`config.mk`:
```
export PLATFORM = sky130hd
export DESIGN_NAME = shared_bus_arbiter_flat
export DESIGN_NICKNAME = d
export VERILOG_FILES = /design/src/rtl/shared_bus_arbiter_pkg.sv /design/src/rtl/shared_bus_arbiter_if.sv /design/src/rtl/shared_bus_arbiter_rr_picker.sv /design/src/rtl/shared_bus_arbiter.sv /design/src/flat_wrapper.sv
export SDC_FILE = /design/constraint.sdc
export NUM_CORES = 1
export LEC_CHECK = 0
export ABC_AREA = 0
export BUFFER_PORTS_ARGS = -buffer_cell sky130_fd_sc_hd__buf_2
export CAP_MARGIN = 20
export CORE_AREA = 2 2 296 298
export DETAILED_ROUTE_END_ITERATION = 10
export DIE_AREA = 0 0 298 300
export PLACE_DENSITY = 0.46
export RECOVER_POWER = 50
export REMOVE_ABC_BUFFERS = 1
export SYNTH_ARGS = -nofsm -noshare
export SYNTH_HDL_FRONTEND = slang
export SYNTH_HIERARCHICAL = 1
export SYNTH_SLANG_ARGS = --single-unit
```
`constraint.sdc`:
```
create_clock -name clk -period 7.9 [get_ports clk]
set_input_delay 1.58 -clock clk [delete_from_list [all_inputs] [get_ports clk]]
set_output_delay 1.58 -clock clk [all_outputs]
set_load 0.02 [all_outputs]
```
`src/rtl/shared_bus_arbiter_pkg.sv`:
```
// Shared types and defaults for the otp bus owner arbiter and future TOP-level schedulers.
package bus_arb_pkg;

  localparam int NREQ_D    = 25;
  localparam int WIDTH_D   = 26;
  localparam int MAXHOLD_D = 16;
  localparam int IDXW_D    = 5;

  typedef enum logic [1:0] {IDLE, OWN, TURN} state_e;

  typedef struct packed {
    logic              found;
    logic [IDXW_D-1:0] idx;
  } pick_t;

  // Behavioural round-robin pick at the default sizes: first set bit from ptr upwards, wrapping.
  function automatic pick_t rr_pick(input logic [NREQ_D-1:0] req, input logic [IDXW_D-1:0] ptr);
    pick_t r;
    int    cand;
    r = '0;
    for (int i = NREQ_D - 1; i >= 0; i--) begin
      cand = (int'(ptr) + i) % NREQ_D;
      if (req[cand]) begin
        r.found = 1'b1;
        r.idx   = IDXW_D'(cand);
      end
    end
    return r;
  endfunction

endpackage

```
`src/rtl/shared_bus_arbiter_if.sv`:
```
// Requester-side bundle of the shared otp bus: requests, data slices, grant and the muxed bus.
interface shared_bus_arbiter_if
  import bus_arb_pkg::*;
#(
  parameter int NREQ  = NREQ_D,
  parameter int WIDTH = WIDTH_D,
  parameter int IDXW  = IDXW_D
);

  logic [NREQ-1:0]       req;
  logic [NREQ-1:0]       last;
  logic [NREQ*WIDTH-1:0] inp;
  logic [NREQ-1:0]       grant;
  logic [IDXW-1:0]       grant_idx;
  logic [0:WIDTH-1]      otp;
  logic                  otp_vld;
  logic                  forced;

  modport master (
    output req, last, inp,
    input  grant, grant_idx, otp, otp_vld, forced
  );

  modport slave (
    input  req, last, inp,
    output grant, grant_idx, otp, otp_vld, forced
  );

endinterface

```
`src/rtl/shared_bus_arbiter_rr_picker.sv`:
```
// Combinational round-robin picker: rotate by ptr, find lowest set bit, rotate the index back.
module rr_picker #(
  parameter int NREQ = 25,
  parameter int IDXW = 5
) (
  input  logic [NREQ-1:0] req_i,
  input  logic [IDXW-1:0] ptr_i,
  output logic            found_o,
  output logic [IDXW-1:0] idx_o
);

  localparam logic [IDXW:0] NREQ_W = (IDXW+1)'(NREQ);

  logic [2*NREQ-1:0] dbl;
  logic [NREQ-1:0]   rot;
  logic [IDXW-1:0]   off;
  logic [IDXW:0]     sum;

  assign dbl = {req_i, req_i};
  assign rot = dbl[ptr_i +: NREQ];

  // NOTE: every variable gets a default before the loop, so no path leaves it unassigned (no latch).
  always_comb begin
    found_o = 1'b0;
    off     = '0;
    for (int i = NREQ - 1; i >= 0; i--) begin
      if (rot[i]) begin
        found_o = 1'b1;
        off     = IDXW'(i);
      end
    end
  end

  assign sum   = {1'b0, ptr_i} + {1'b0, off};
  assign idx_o = (sum >= NREQ_W) ? IDXW'(sum - NREQ_W) : sum[IDXW-1:0];

endmodule

```
`src/rtl/shared_bus_arbiter.sv`:
```
// Round-robin owner arbiter for the shared otp bus: one owner at a time, hold limit, one dead
// turnaround cycle between owners, registered WIDTH-bit output mux.
module shared_bus_arbiter
  import bus_arb_pkg::*;
#(
  parameter int NREQ    = NREQ_D,
  parameter int WIDTH   = WIDTH_D,
  parameter int MAXHOLD = MAXHOLD_D,
  parameter int IDXW    = IDXW_D
) (
  input logic                 clk,
  input logic                 rst_n,
  shared_bus_arbiter_if.slave bus
);

  localparam int            HCW       = $clog2(MAXHOLD + 1);
  localparam logic [HCW-1:0] HOLD_LAST = HCW'(MAXHOLD - 1);

  state_e            state_q, state_d;
  logic [IDXW-1:0]   rr_ptr_q, rr_ptr_d;
  logic [HCW-1:0]    hold_q, hold_d;
  logic [NREQ-1:0]   grant_q, grant_d;
  logic [IDXW-1:0]   grant_idx_q, grant_idx_d;
  logic [WIDTH-1:0]  otp_q, otp_d;
  logic              otp_vld_q, otp_vld_d;
  logic              forced_q, forced_d;

  logic              pick_found;
  logic [IDXW-1:0]   pick_idx;
  logic              owner_req, owner_last, at_limit, release_own;
  logic [WIDTH-1:0]  owner_data;

  rr_picker #(.NREQ(NREQ), .IDXW(IDXW)) u_picker (
    .req_i   (bus.req),
    .ptr_i   (rr_ptr_q),
    .found_o (pick_found),
    .idx_o   (pick_idx)
  );

  // last only counts when the owner is still requesting.
  assign owner_req   = bus.req[grant_idx_q];
  assign owner_last  = bus.last[grant_idx_q] & owner_req;
  assign at_limit    = (hold_q == HOLD_LAST);
  assign release_own = !owner_req || owner_last || at_limit;

  always_comb begin
    owner_data = '0;
    for (int k = 0; k < NREQ; k++) begin
      if (grant_idx_q == IDXW'(k)) owner_data = bus.inp[k*WIDTH +: WIDTH];
    end
  end

  // NOTE: sequential state uses non-blocking assignments so every register samples pre-edge values.
  always_ff @(posedge clk or negedge rst_n) begin
    if (!rst_n) state_q <= IDLE;
    else        state_q <= state_d;
  end

  always_comb begin
    state_d = state_q;
    unique case (state_q)
      IDLE:    if (pick_found) state_d = OWN;
      OWN:     if (release_own) state_d = TURN;
      TURN:    state_d = IDLE;
      default: state_d = IDLE;
    endcase
  end

  always_comb begin
    rr_ptr_d    = rr_ptr_q;
    hold_d      = hold_q;
    grant_d     = grant_q;
    grant_idx_d = grant_idx_q;
    otp_d       = '0;
    otp_vld_d   = 1'b0;
    forced_d    = 1'b0;
    unique case (state_q)
      IDLE: begin
        if (pick_found) begin
          grant_d     = NREQ'(1) << pick_idx;
          grant_idx_d = pick_idx;
          rr_ptr_d    = (pick_idx == IDXW'(NREQ - 1)) ? '0 : pick_idx + 1'b1;
          hold_d      = '0;
        end
      end
      OWN: begin
        hold_d = at_limit ? hold_q : hold_q + 1'b1;
        // A dropped request aborts without capturing this cycle's beat.
        if (owner_req) begin
          otp_d     = owner_data;
          otp_vld_d = 1'b1;
        end
        if (release_own) begin
          grant_d     = '0;
          grant_idx_d = '0;
          forced_d    = at_limit && owner_req && !owner_last;
        end
      end
      default: begin
        grant_d     = '0;
        grant_idx_d = '0;
      end
    endcase
  end

  always_ff @(posedge clk or negedge rst_n) begin
    if (!rst_n) begin
      rr_ptr_q    <= '0;
      hold_q      <= '0;
      grant_q     <= '0;
      grant_idx_q <= '0;
      otp_q       <= '0;
      otp_vld_q   <= 1'b0;
      forced_q    <= 1'b0;
    end else begin
      rr_ptr_q    <= rr_ptr_d;
      hold_q      <= hold_d;
      grant_q     <= grant_d;
      grant_idx_q <= grant_idx_d;
      otp_q       <= otp_d;
      otp_vld_q   <= otp_vld_d;
      forced_q    <= forced_d;
    end
  end

  assign bus.grant     = grant_q;
  assign bus.grant_idx = grant_idx_q;
  assign bus.otp       = otp_q;
  assign bus.otp_vld   = otp_vld_q;
  assign bus.forced    = forced_q;

endmodule

```
`src/flat_wrapper.sv`:
```
// flat-port wrapper written by rule: the top's interface ports become plain ports
module shared_bus_arbiter_flat import bus_arb_pkg::*;
#(
  parameter int NREQ    = NREQ_D,
  parameter int WIDTH   = WIDTH_D,
  parameter int MAXHOLD = MAXHOLD_D,
  parameter int IDXW    = IDXW_D
)
  (clk, rst_n, bus_req, bus_last, bus_inp, bus_grant, bus_grant_idx, bus_otp, bus_otp_vld, bus_forced);
  shared_bus_arbiter_if #(.NREQ(NREQ), .WIDTH(WIDTH), .IDXW(IDXW)) bus_i ();
  input logic clk;
  input logic rst_n;
  input wire logic [$bits(bus_i.req)-1:0] bus_req;
  input wire logic [$bits(bus_i.last)-1:0] bus_last;
  input wire logic [$bits(bus_i.inp)-1:0] bus_inp;
  output wire logic [$bits(bus_i.grant)-1:0] bus_grant;
  output wire logic [$bits(bus_i.grant_idx)-1:0] bus_grant_idx;
  output wire logic [$bits(bus_i.otp)-1:0] bus_otp;
  output wire logic [$bits(bus_i.otp_vld)-1:0] bus_otp_vld;
  output wire logic [$bits(bus_i.forced)-1:0] bus_forced;
  assign bus_i.req = bus_req;
  assign bus_i.last = bus_last;
  assign bus_i.inp = bus_inp;
  assign bus_grant = bus_i.grant;
  assign bus_grant_idx = bus_i.grant_idx;
  assign bus_otp = bus_i.otp;
  assign bus_otp_vld = bus_i.otp_vld;
  assign bus_forced = bus_i.forced;
  shared_bus_arbiter #(.NREQ(NREQ), .WIDTH(WIDTH), .MAXHOLD(MAXHOLD), .IDXW(IDXW)) u_core (.clk(clk), .rst_n(rst_n), .bus(bus_i));
endmodule
```
### Word-level counts from Yosys, hierarchy flattened

Cells that the tools add are included.

* equal/unequal tests: 30
* order comparisons: 2
* reduce and logical (&&, ||, !) cells: 12
* muxes and demuxes: 99
* shifts and indexed selects: 2
* $add $sub $neg: 4
* bitwise operators: 1

Operator list (number)
* $mux W26: 27
* $mux W5: 31
* $eq A5 B5 Y1 const B: 10
* $mux W25: 2
* $pmux W25 S2: 1
* $shiftx A50 B6 Y25: 1
* $eq A5 B4 Y1 const B: 9
* $mux W1: 31
* $shl A1 B5 Y25 const A: 1
* $eq A5 B3 Y1 const B: 4
* $pmux W5 S2: 2
* $add A5 B1 Y5 const B: 2
* $bmux W1 S5: 2
* $eq A5 B2 Y1 const B: 2
* $add A5 B5 Y6: 1
* $ge A6 B5 Y1 const B: 1
* $lt A5 B6 Y1 const B: 1
* $eq A5 B1 Y1 const B: 1
* $logic_not A5 Y1: 1
* $sub A5 B5 Y5 const B: 1
* $mux W2: 2
* $ne A2 B1 Y1 const B: 2
* $pmux W2 S2: 1
* $reduce_and A2 Y1: 2
* 9 further kinds: 12

* bits of input ports: 702
* register bits after elaboration: 70
* word-level logic and storage cells: 158

### Longest topological paths before layout

Gate-level depths: netlist (run 1).

* depth after elaboration: 32
* depth in mapped cells: 28

### Cells and area by module

The synthesis (run 1) kept the hierarchy.

By module, submodules not included
* shared_bus_arbiter: area an instance 9701.8 um^2, seq. area each 1751.7 um^2, cells an instance 1316, times used 1
* rr_picker: area an instance 3369.5 um^2, seq. area each 0.0 um^2, cells an instance 395, times used 1

### Worst setup path after synthesis (run 1)

OpenSTA, ideal clock, no wires.

* path kind: in2reg
* start: input port bus_req[21]
* end: register u_core.grant_q[8], in the netlist u_core/bus.grant[8]
* slack: 1732 ps
* arrival time: 6035 ps
* cell stages on the path: 23
* setup time: 133 ps
* path buffers: 1
* path through: clkbuf_1 > mux4_2 > mux4_2 > mux2_4 > o311ai_1 > a31oi_1 > o21ai_1 > a21o_1 > ha_1 > fa_1 > inv_1 > ha_1 > nand2_1 > o211ai_1 > nand3b_1 > o21ai_0 > inv_1 > ha_1 > nor2b_1 > nand2_1 > nor3_1 > a21oi_1 > o21ai_0

* longest elaborated chain between the ends: 32
* elaborated cells on any way between the ends: 67
* those cells by class: add/sub (2); order compare (1); eq/ne (2); shift (2); mux (55); bitwise (1); reduce/logical (4)

Ends and longest elaborated chain
* start: declaration: RTL line flat_wrapper.sv:13 `input wire logic [$bits(bus_i.req)-1:0] bus_req;`
* $shiftx A50 B6 Y25 (*): RTL line shared_bus_arbiter_rr_picker.sv:20 `assign rot = dbl[ptr_i +: NREQ];`
* $mux W5 (24 in a row): RTL line shared_bus_arbiter_rr_picker.sv:27 `if (rot[i]) begin`
* $mux W5 (*): RTL line shared_bus_arbiter_rr_picker.sv:27
* $add A5 B5 Y6 (*): RTL line shared_bus_arbiter_rr_picker.sv:34 `assign sum = {1'b0, ptr_i} + {1'b0, off};`
* $ge A6 B5 Y1: RTL line shared_bus_arbiter_rr_picker.sv:35 `assign idx_o = (sum >= NREQ_W) ? IDXW'(sum - NREQ_W) : sum[IDXW-1:0];`
* $mux W5 (*): RTL line shared_bus_arbiter_rr_picker.sv:35
* net u_core.pick_idx[1]: RTL line shared_bus_arbiter.sv:29 `logic [IDXW-1:0] pick_idx;`
* $shl A1 B5 Y25 (*): RTL line shared_bus_arbiter.sv:80 `grant_d = NREQ'(1) << pick_idx;`
* $mux W25 (*): RTL line shared_bus_arbiter.sv:79 `if (pick_found) begin`
* $pmux W25 S2 (*): RTL line shared_bus_arbiter.sv:77 `unique case (state_q)`
* end signal: assignment: RTL line shared_bus_arbiter.sv:118 `grant_q <= grant_d;`
* end: declaration: RTL line shared_bus_arbiter.sv:22 `logic [NREQ-1:0] grant_q, grant_d;`

The timed path passes the listed nets; every way through them passes the cells marked *. The select of a mux whose other input is x is not followed.
A chain may end at the register's enable or synchronous reset.

### Final worst setup path (run 1)

* start: input port bus_req[20]
* end: register u_core.grant_q[21], in the netlist u_core/bus.grant[21]

* longest elaborated chain between the ends: 32
* elaborated cells on any way between the ends: 67
* those cells by class: add/sub (2); order compare (1); eq/ne (2); shift (2); mux (55); bitwise (1); reduce/logical (4)

Ends and longest elaborated chain (RTL line)
* $shiftx A50 B6 Y25 (*): shared_bus_arbiter_rr_picker.sv:20
* $mux W5 (24 in a row): shared_bus_arbiter_rr_picker.sv:27
* $mux W5 (*): shared_bus_arbiter_rr_picker.sv:27
* $add A5 B5 Y6 (*): shared_bus_arbiter_rr_picker.sv:34
* $sub A5 B5 Y5 / $ge A6 B5 Y1 (equally long branches): shared_bus_arbiter_rr_picker.sv:35
* $mux W5 (*): shared_bus_arbiter_rr_picker.sv:35
* net u_core.pick_idx[4]: shared_bus_arbiter.sv:29
* $shl A1 B5 Y25 (*): shared_bus_arbiter.sv:80
* $mux W25 (*): shared_bus_arbiter.sv:79
* $pmux W25 S2 (*): shared_bus_arbiter.sv:77

Marks and branches as above.

==> results of run 1 <==
cell families after synthesis:
logic type	after synthesis	share of synthesized area (%)
fa+ha+maj	16	1.59
compound gates	690	37.1
simple gates	560	21.6
xor+xnor	10	0.670
mux	166	17.9
flops	70	13.4
buf+inv	199	7.72
metal layers:
layer / GRT usage [%] / wire, um / vias up
met4: 13.3 / 6580 / 28
met1: 34.4 / 52300 / 9683
li1: - / - / 8197
met3: 5.43 / 10100 / 268
met5: 0 / 163 / -
met2: 49.9 / 66200 / 1297
worst paths after layout:
path / startpoint / to / slack (ns) / depth (start not counted)
max in group asynchronous: rst_n / u_core/bus.grant_idx[1] / 2.31 / 2
worst min-delay path: u_core/hold_q[4] / u_core/hold_q[4] / 0.49 / 2
worst max-delay path: bus_req[20] / u_core/bus.grant[21] / 1.05 / 22
worst max register to register: u_core/rr_ptr_q[1] / u_core/bus.grant[21] / 1.41 / 21
min in group asynchronous: rst_n / u_core/bus.otp[4] / 1.70 / 1
worst min register to register: u_core/hold_q[4] / u_core/hold_q[4] / 0.49 / 2
critical path, cell delays in order:
cell and delay, ns:
buf_2 0.19, mux4_2 0.51, mux2i_1 0.43, o22ai_1 0.15, a221oi_1 0.50, o211ai_1 0.22, a31oi_1 0.24, o21ai_1 0.11
a21o_1 0.20, ha_1 0.20, fa_1 0.40, a21o_1 0.19, a21oi_1 0.17, xnor2_1 0.18, o211ai_1 0.13, nand3b_1 0.24
nand3_1 0.13, xnor2_1 0.39, nand2_1 0.16, nor2_1 0.51, a32oi_1 0.19, o21ai_0 0.10
cell usage in the layout (no fill, tap or decap), types with 34 or more instances in the layout:
| master | Yosys | layout |
|---|---|---|
| o22ai_1 | 41 | 41 |
| mux2i_1 | 82 | 82 |
| o21ai_0 | 125 | 125 |
| a22oi_1 | 84 | 84 |
| nor2_1 | 127 | 121 |
| mux2_2 | 34 | 34 |
| diode_2 | 0 | 43 |
| nand3_1 | 35 | 35 |
| buf_2 | 76 | 730 |
| nand2_1 | 171 | 171 |
| dfrtp_1 | 70 | 63 |
| mux4_2 | 44 | 44 |
| buf_4 | 18 | 90 |
| a21oi_1 | 108 | 107 |
flip-flops by register name, indices dropped and copies added, names as in the netlist:
name and count:
u_core/bus.grant 25, u_core/hold_q 5, u_core/bus.otp 26, u_core/bus.grant_idx 5
u_core/rr_ptr_q 5, u_core/bus.otp_vld 1, u_core/state_q 2, u_core/bus.forced 1
power by group:
| part | switching (mW) | internal [mW] | total, mW | leakage (nW) |
|---|---|---|---|---|
| Sequential | 0.262 | 0.489 | 0.751 | 0.940 |
| Combinational | 4.24 | 2.09 | 6.33 | 6.80 |
| Clock | 0.210 | 0.218 | 0.428 | 0.135 |
synthesized netlist by cell type, types with 24 or more instances:
master / count
a221oi_1: 31
nor3_1: 33
o211ai_1: 25
a22oi_1: 84
a21oi_1: 108
nor2b_1: 31
nand2b_1: 29
nand3_1: 35
mux4_2: 44
nand2_1: 171
mux2i_1: 82
and3_1: 24
o21ai_0: 125
dfrtp_1: 70
nor2_1: 127
a32oi_1: 25
o22ai_1: 41
clkbuf_1: 57
buf_2: 76
mux2_2: 34
a211oi_1: 32
through the flow:
step                hold WS (ns)  worst slack [ns]  utilization (%)
finish                     0.487              1.05             21.6
global route               0.546             0.552             21.6
CTS                        0.491              1.14             21.5
detailed placement         0.477             0.763             21.2
global placement           0.474             0.814             21.2
floorplan                  0.450              1.09                -
area by class of cell:
cell class	count	share of cell area [%]
Sequential cell	70	9.49
Inverter	26	0.524
Multi-Input combinational cell	1442	56.1
Antenna cell	43	0.578
Tap cell	1155	7.76
Clock buffer	9	1.21
Timing Repair Buffer	853	24.1
Clock inverter	7	0.309
==> metrics.md, run 1 <==
| Metric | Value |
|---|---|
| Final period util | slightly below 90% |
| Yosys top cell by area | dfrtp_1 |
| Worst Path Arrival | 7.13 ns |
| Footprint of the multi-input gates | roughly 10000 um2 |
| P_leak | a little under 8 nW |
| Crit path launch type | primary input |
| Final Hold Vio Count | 0 |
| Mapped Avg Cell Area | approximately 7.6 um2 |
| CTS tree | yes |
| Maxcap violations | 2 |
| Buffers added on ports | ~760 |
| Cell row count | approximately 110 |
| Die H | roughly 300 um |
| Crit. End Element | register |
| DIE AREA | 89400 um2 |
| Worst-Skew Late Latency | roughly 0.39 ns |
| Failing checks | capacitance limit, slew limit |
| Worst Skew | roughly 0.037 ns |
| Total number of vias | roughly 20000 |
| Drt drc | 0 |
| First drt pass iteration count | 7 |
| Grt ovf | 0 |
| Via-to-Cell Ratio | between 5 and 6 |
| Post-Synthesis Cells | between 1500 and 2000 |
| Number of DRC markers in iteration 0 | 2423 |
| Layout Cells excl Fill | 3605 |
| Global-route wire length before repair | about 170000 um |
| Cell Area, Placed | around 18000 um2 |
| Largest net degree at the start of global routing | 57 |
| Hold Crit Class | register to register |
| Sequential share of the synthesized area | a little over an eighth |
| Tightest Pin Transition | roughly 2.9 ns |
| Setup CP Type | primary input to register |
| CTS clk-pin slew, worst paths | 0.06 ns |
| Placed instance count | around 3500 |
| Fin area | roughly 19000 um2 |
| Layout cells sized above 1 | between 40% and 50% |
| Vias in the first global route | 18900 |
| Ports | 760 |
| Post-Syn Area | about 13000 um2 |
| Starting density of the core | 15.2% |
| Storage element area | 1770 um2 |
| EDFF count, synth | 0 |
| Post_cts resized | 0 |
| RSZ-0062 raised after global routing | no |
| # fillers | just over 10000 |
| Ys async rst share | 100% |
| Post-synth top flop | dfrtp_1 |
| Min Tclk post-route | 6.85 ns |
| Yosys cell types | 95 |
| #FFs+latches synth | 70 |
| Final number of setup-violating endpoints | 0 |
| Post-CTS Hold Buffers | 0 |
| Core ar. | around 86000 um2 |
| PwrDens | a little over 400 nW/um2 |
| Rel. slew slack | -91.2% |
| # nets final | approximately 3100 |
| Num CTS Buffers | 9 |
| Status | finished with violations |
| Final ANT Viol Nets | 0 |
| Top cells by area, synth | dfrtp_1 13%, mux4_2 7.6%, mux2i_1 6.3% |
| Area Growth Syn to Fin | 42.5% |
| Max Slew Vio Count | between 70 and 80 |
| Initial antenna violation count | 74 |
| Top cell type's share of synthesized area | ~13% |
| Worst Path Required | between 8 and 9 ns |
| H-tree levels | 3 |
| Per-cell routed wire length | 37.5 um |
| Total number of yosys warnings | 6 |
| DP Wirelength | roughly 110000 um |
| VDD IR-drop max | ~0.25 mV |
| Detailed Route WL | ~140000 um |
| Root buffer selected by CTS | clkbuf_16 |
| Tot Pwr | 7.51 mW |
| Die Width | 298 um |
| Post-CTS Setup Bufs | 0 |
| Worst Path Max Fanout | 11 |
| GRT Resource Usage Total | 28.8% |
| Placer Congestion | 0.970 |
| CTS Sinks | 70 |
| Post-Route Setup TNS | 0 ns |
| Maximum root-to-sink buffer count | 2 |
| Max Freq | roughly 0.15 GHz |
Power figures use the tool's default switching activity.
==> inputs of run 2 (changes only) <==
--- a/config.mk
+++ b/config.mk
@@ -11,7 +11,7 @@
 export CORE_AREA = 2 2 296 298
 export DETAILED_ROUTE_END_ITERATION = 10
 export DIE_AREA = 0 0 298 300
-export PLACE_DENSITY = 0.46
+export PLACE_DENSITY_LB_ADDON = 0.1
 export RECOVER_POWER = 50
 export REMOVE_ABC_BUFFERS = 1
 export SYNTH_ARGS = -nofsm -noshare
==> run 2 against run 1 <==
  * The run still ends with capacitance limit, slew limit left
  * Fmax up 0.71%
  * Setup slack improved by 0.048 ns
  * Clock skew down 0.021 ns
  * Flip-flop and latch count stayed put
  * Clock power grew 21%
  * Largest cell class unchanged
  * Largest power group unchanged
==> metrics.md, run 2 (synthesized netlist as in run 1, its figures left out) <==
| Metric | Value |
|---|---|
| CTS tree | yes |
| Net Sw Frac | 61.7% |
| Placer Congestion | ~0.94 |
| Number of flip-flops in the largest register | 26 |
| VDD IR-drop max | about 0.26 mV |
| # nets final | 3112 |
| Hold depth | 2 |
| Max Slew Vio Count | 52 |
| First drt pass iteration count | 8 |
| DIE AREA | 89400 um2 |
| Post-Route Setup TNS | 0 ns |
| Sequential share of power | 9.8% |
| Post-CTS Setup Bufs | 0 |
| Global-route wire length before repair | between 150000 and 200000 um |
| Failing checks | capacitance limit, slew limit |
| Maximum root-to-sink buffer count | 2 |
| Status | finished with violations |
| Worst Path Max Fanout | 9 |
| GRT Resource Usage Total | between 20% and 30% |
| Grt ovf | 0 |
| GR peak layer | met2 |
| CP delay by family, top | compound AO/OA/AOI/OAI gates |
| H-tree levels | 3 |
| Cell row count | roughly 110 |
| Final period util | between 80 and 90% |
| Commonest non-fill, non-tap cell in the layout | buf_2 |
| Combinational power share | between 80% and 90% |
| Per-cell routed wire length | between 30 and 40 um |
| Post_cts resized | 0 |
| RSZ-0062 raised after global routing | no |
| Worst Path Required | slightly above 8 ns |
| Ports | 760 |
| Hold Crit Class | register to register |
| Crit-path cells | buf_2 > mux4_2 > mux2i_1 > o211ai_1 > a222oi_1 > o211ai_1 > a21o_1 > a211oi_1 > fa_1 > inv_1 > ha_1 > nand2_1 > o211ai_1 > nand3b_1 > nand2_1 > o21ai_0 > buf_4 > inv_1 > ha_1 > nor2b_1 > nand2_1 > nor2_1 > o31ai_1 |
| Layout cells sized above 1 | just over 40% |
| Min Tclk post-route | roughly 6.8 ns |
| Tot Pwr | around 7.5 mW |
| Die H | approximately 300 um |
| Met3 Track Usage GR | 6.06% |
| Most frequent cells in the layout | 729 x buf_2, 171 x nand2_1, 124 x o21ai_0, 122 x nor2_1, 107 x a21oi_1 |
| Final number of setup-violating endpoints | 0 |
| R2R depth | 24 |
| R2r setup slk | ~1.2 ns |
| Switch Pwr | approximately 4.7 mW |
| Final ANT Viol Nets | 0 |
| Area Growth Syn to Fin | 41.9% |
| Starting density of the core | about 15% |
| Crit path launch type | primary input |
| Hold EP | u_core/hold_q[4] |
| Worst Path Arrival | approximately 7.0 ns |
| Number of DRC markers in iteration 0 | ~2000 |
| Met2 Track Usage GR | 50.6% |
| Clock power frac | between 6 and 7% |
| Detailed Route WL | 135000 um |
| Vias in the first global route | ~19000 |
| Reg2reg start | u_core/rr_ptr_q[2] |
| R2r endpoint | u_core/rr_ptr_q[0] |
| Final Hold Vio Count | 0 |
| CTS Sinks | 70 |
| Worst Skew | approximately 0.015 ns |
| Num CTS Buffers | 9 |
| Rel. slew slack | -142% |
| Root buffer selected by CTS | clkbuf_16 |
| Met1 Use GR | 34.8% |
| Slowest CP cell | a222oi_1 |
| Setup CP Type | primary input to register |
| P_leak | between 7 and 8 nW |
| Total number of vias | 19200 |
| Largest net degree at the start of global routing | 52 |
| PwrDens | 407 nW/um2 |
| Tightest Pin Transition | approximately 3.6 ns |
| Hold Startpoint | u_core/hold_q[4] |
| Core ar. | about 86000 um2 |
| Drt drc | 0 |
| Internal power | 2.89 mW |
| DP Wirelength | roughly 110000 um |
| Buf+Inv Stages, Crit Path | 4 |
| Maxcap violations | 1 |
| Delay of the slowest critical-path stage | ~0.65 ns |
| Crit. End Element | register |
| Worst-Skew Late Latency | ~0.37 ns |
| Initial antenna violation count | between 100 and 150 |
| Die Width | approximately 300 um |
| CTS clk-pin slew, worst paths | approximately 0.07 ns |
| Via-to-Cell Ratio | roughly 5.4 |
| Post-CTS Hold Buffers | 0 |
| Max Freq | between 0.1 and 0.15 GHz |
| Buffers added on ports | 759 |
-- run 2: cell count changes in the layout (fill, tap and decap cells not counted), sizes merged --
cell | before | now
clkinvlp | 2 | 0
buf | 822 | 814
clkinv | 5 | 3
bufinv | 0 | 3
clkbuf | 40 | 41
diode | 43 | 32
-- run 2: final cells by class --
cell class                      instances  area, um2
Antenna cell                           32       80.1
Clock buffer                           10        239
Clock inverter                          6        116
Fill cell                            9993      67700
Inverter                               26       97.6
Multi-Input combinational cell       1442      10400
Sequential cell                        70       1770
Tap cell                             1155       1450
Timing Repair Buffer                  845       4400
-- run 2: how the worst max path moves through the flow --
| stage | from | end | slack [ns] | cells past startpoint |
|---|---|---|---|---|
| CTS | bus_req[1] | u_core/rr_ptr_q[0] | 1.15 | 23 |
| finish | bus_req[17] | u_core/rr_ptr_q[0] | 1.10 | 23 |
| floorplan | u_core/rr_ptr_q[1] | u_core/bus.grant[19] | 1.09 | 21 |
| detailed placement | bus_req[1] | u_core/rr_ptr_q[0] | 0.77 | 23 |
| global placement | bus_req[13] | u_core/rr_ptr_q[3] | 0.71 | 23 |
| global route | u_core/rr_ptr_q[2] | u_core/bus.grant[8] | 0.58 | 25 |
-- run 2: power groups by stage --
| stage | registers [mW] | clock network (mW) | logic [mW] |
|---|---|---|---|
| after global routing | 0.769 | 0.545 | 6.68 |
| after global placement | 0.755 | 0 | 6.31 |
| final | 0.742 | 0.517 | 6.28 |
| after floorplan | 0.959 | 0 | 3.08 |
| after CTS | 0.746 | 0.530 | 6.28 |
| after detailed placement | 0.749 | 0 | 6.26 |
-- run 2: worst register-to-register path, cell delays in order (launching register included) --
cell      delay, ns
dfrtp_2        1.03
buf_4          0.44
mux4_2         0.57
mux2i_1        0.38
mux2i_1        0.21
nand2b_1       0.24
o221ai_1       0.21
o211ai_1       0.13
a21o_1         0.23
a211oi_1       0.41
fa_1           0.54
inv_1          0.12
ha_1           0.18
nand2_1        0.08
o211ai_1       0.17
nand3b_1       0.22
nand2_1        0.12
o21ai_0        0.09
buf_4          0.16
inv_1          0.08
ha_1           0.25
nor2b_1        0.27
nand2_1        0.13
nor2_1         0.20
o31ai_1        0.10
-- run 2: stage by stage --
stage               utilization (%)  setup slack [ns]  hold WS (ns)  cell area [um2]  instances
floorplan                         -              1.09         0.450            12200       1538
global route                   21.5             0.577         0.541            18500       3580
detailed placement             21.1             0.771         0.471            18200       3538
CTS                            21.5              1.15         0.488            18500       3554
finish                         21.5              1.10         0.482            18500       3586
global placement               21.0             0.706         0.472            18100       3536
-- run 2: per-layer routing --
metal	vias up	part of all wire, %	routed length [um]
li1	8161	-	-
met1	9625	39	53000
met2	1125	49	66600
met3	267	7.1	9640
met4	44	4.2	5630
met5	-	0.18	239
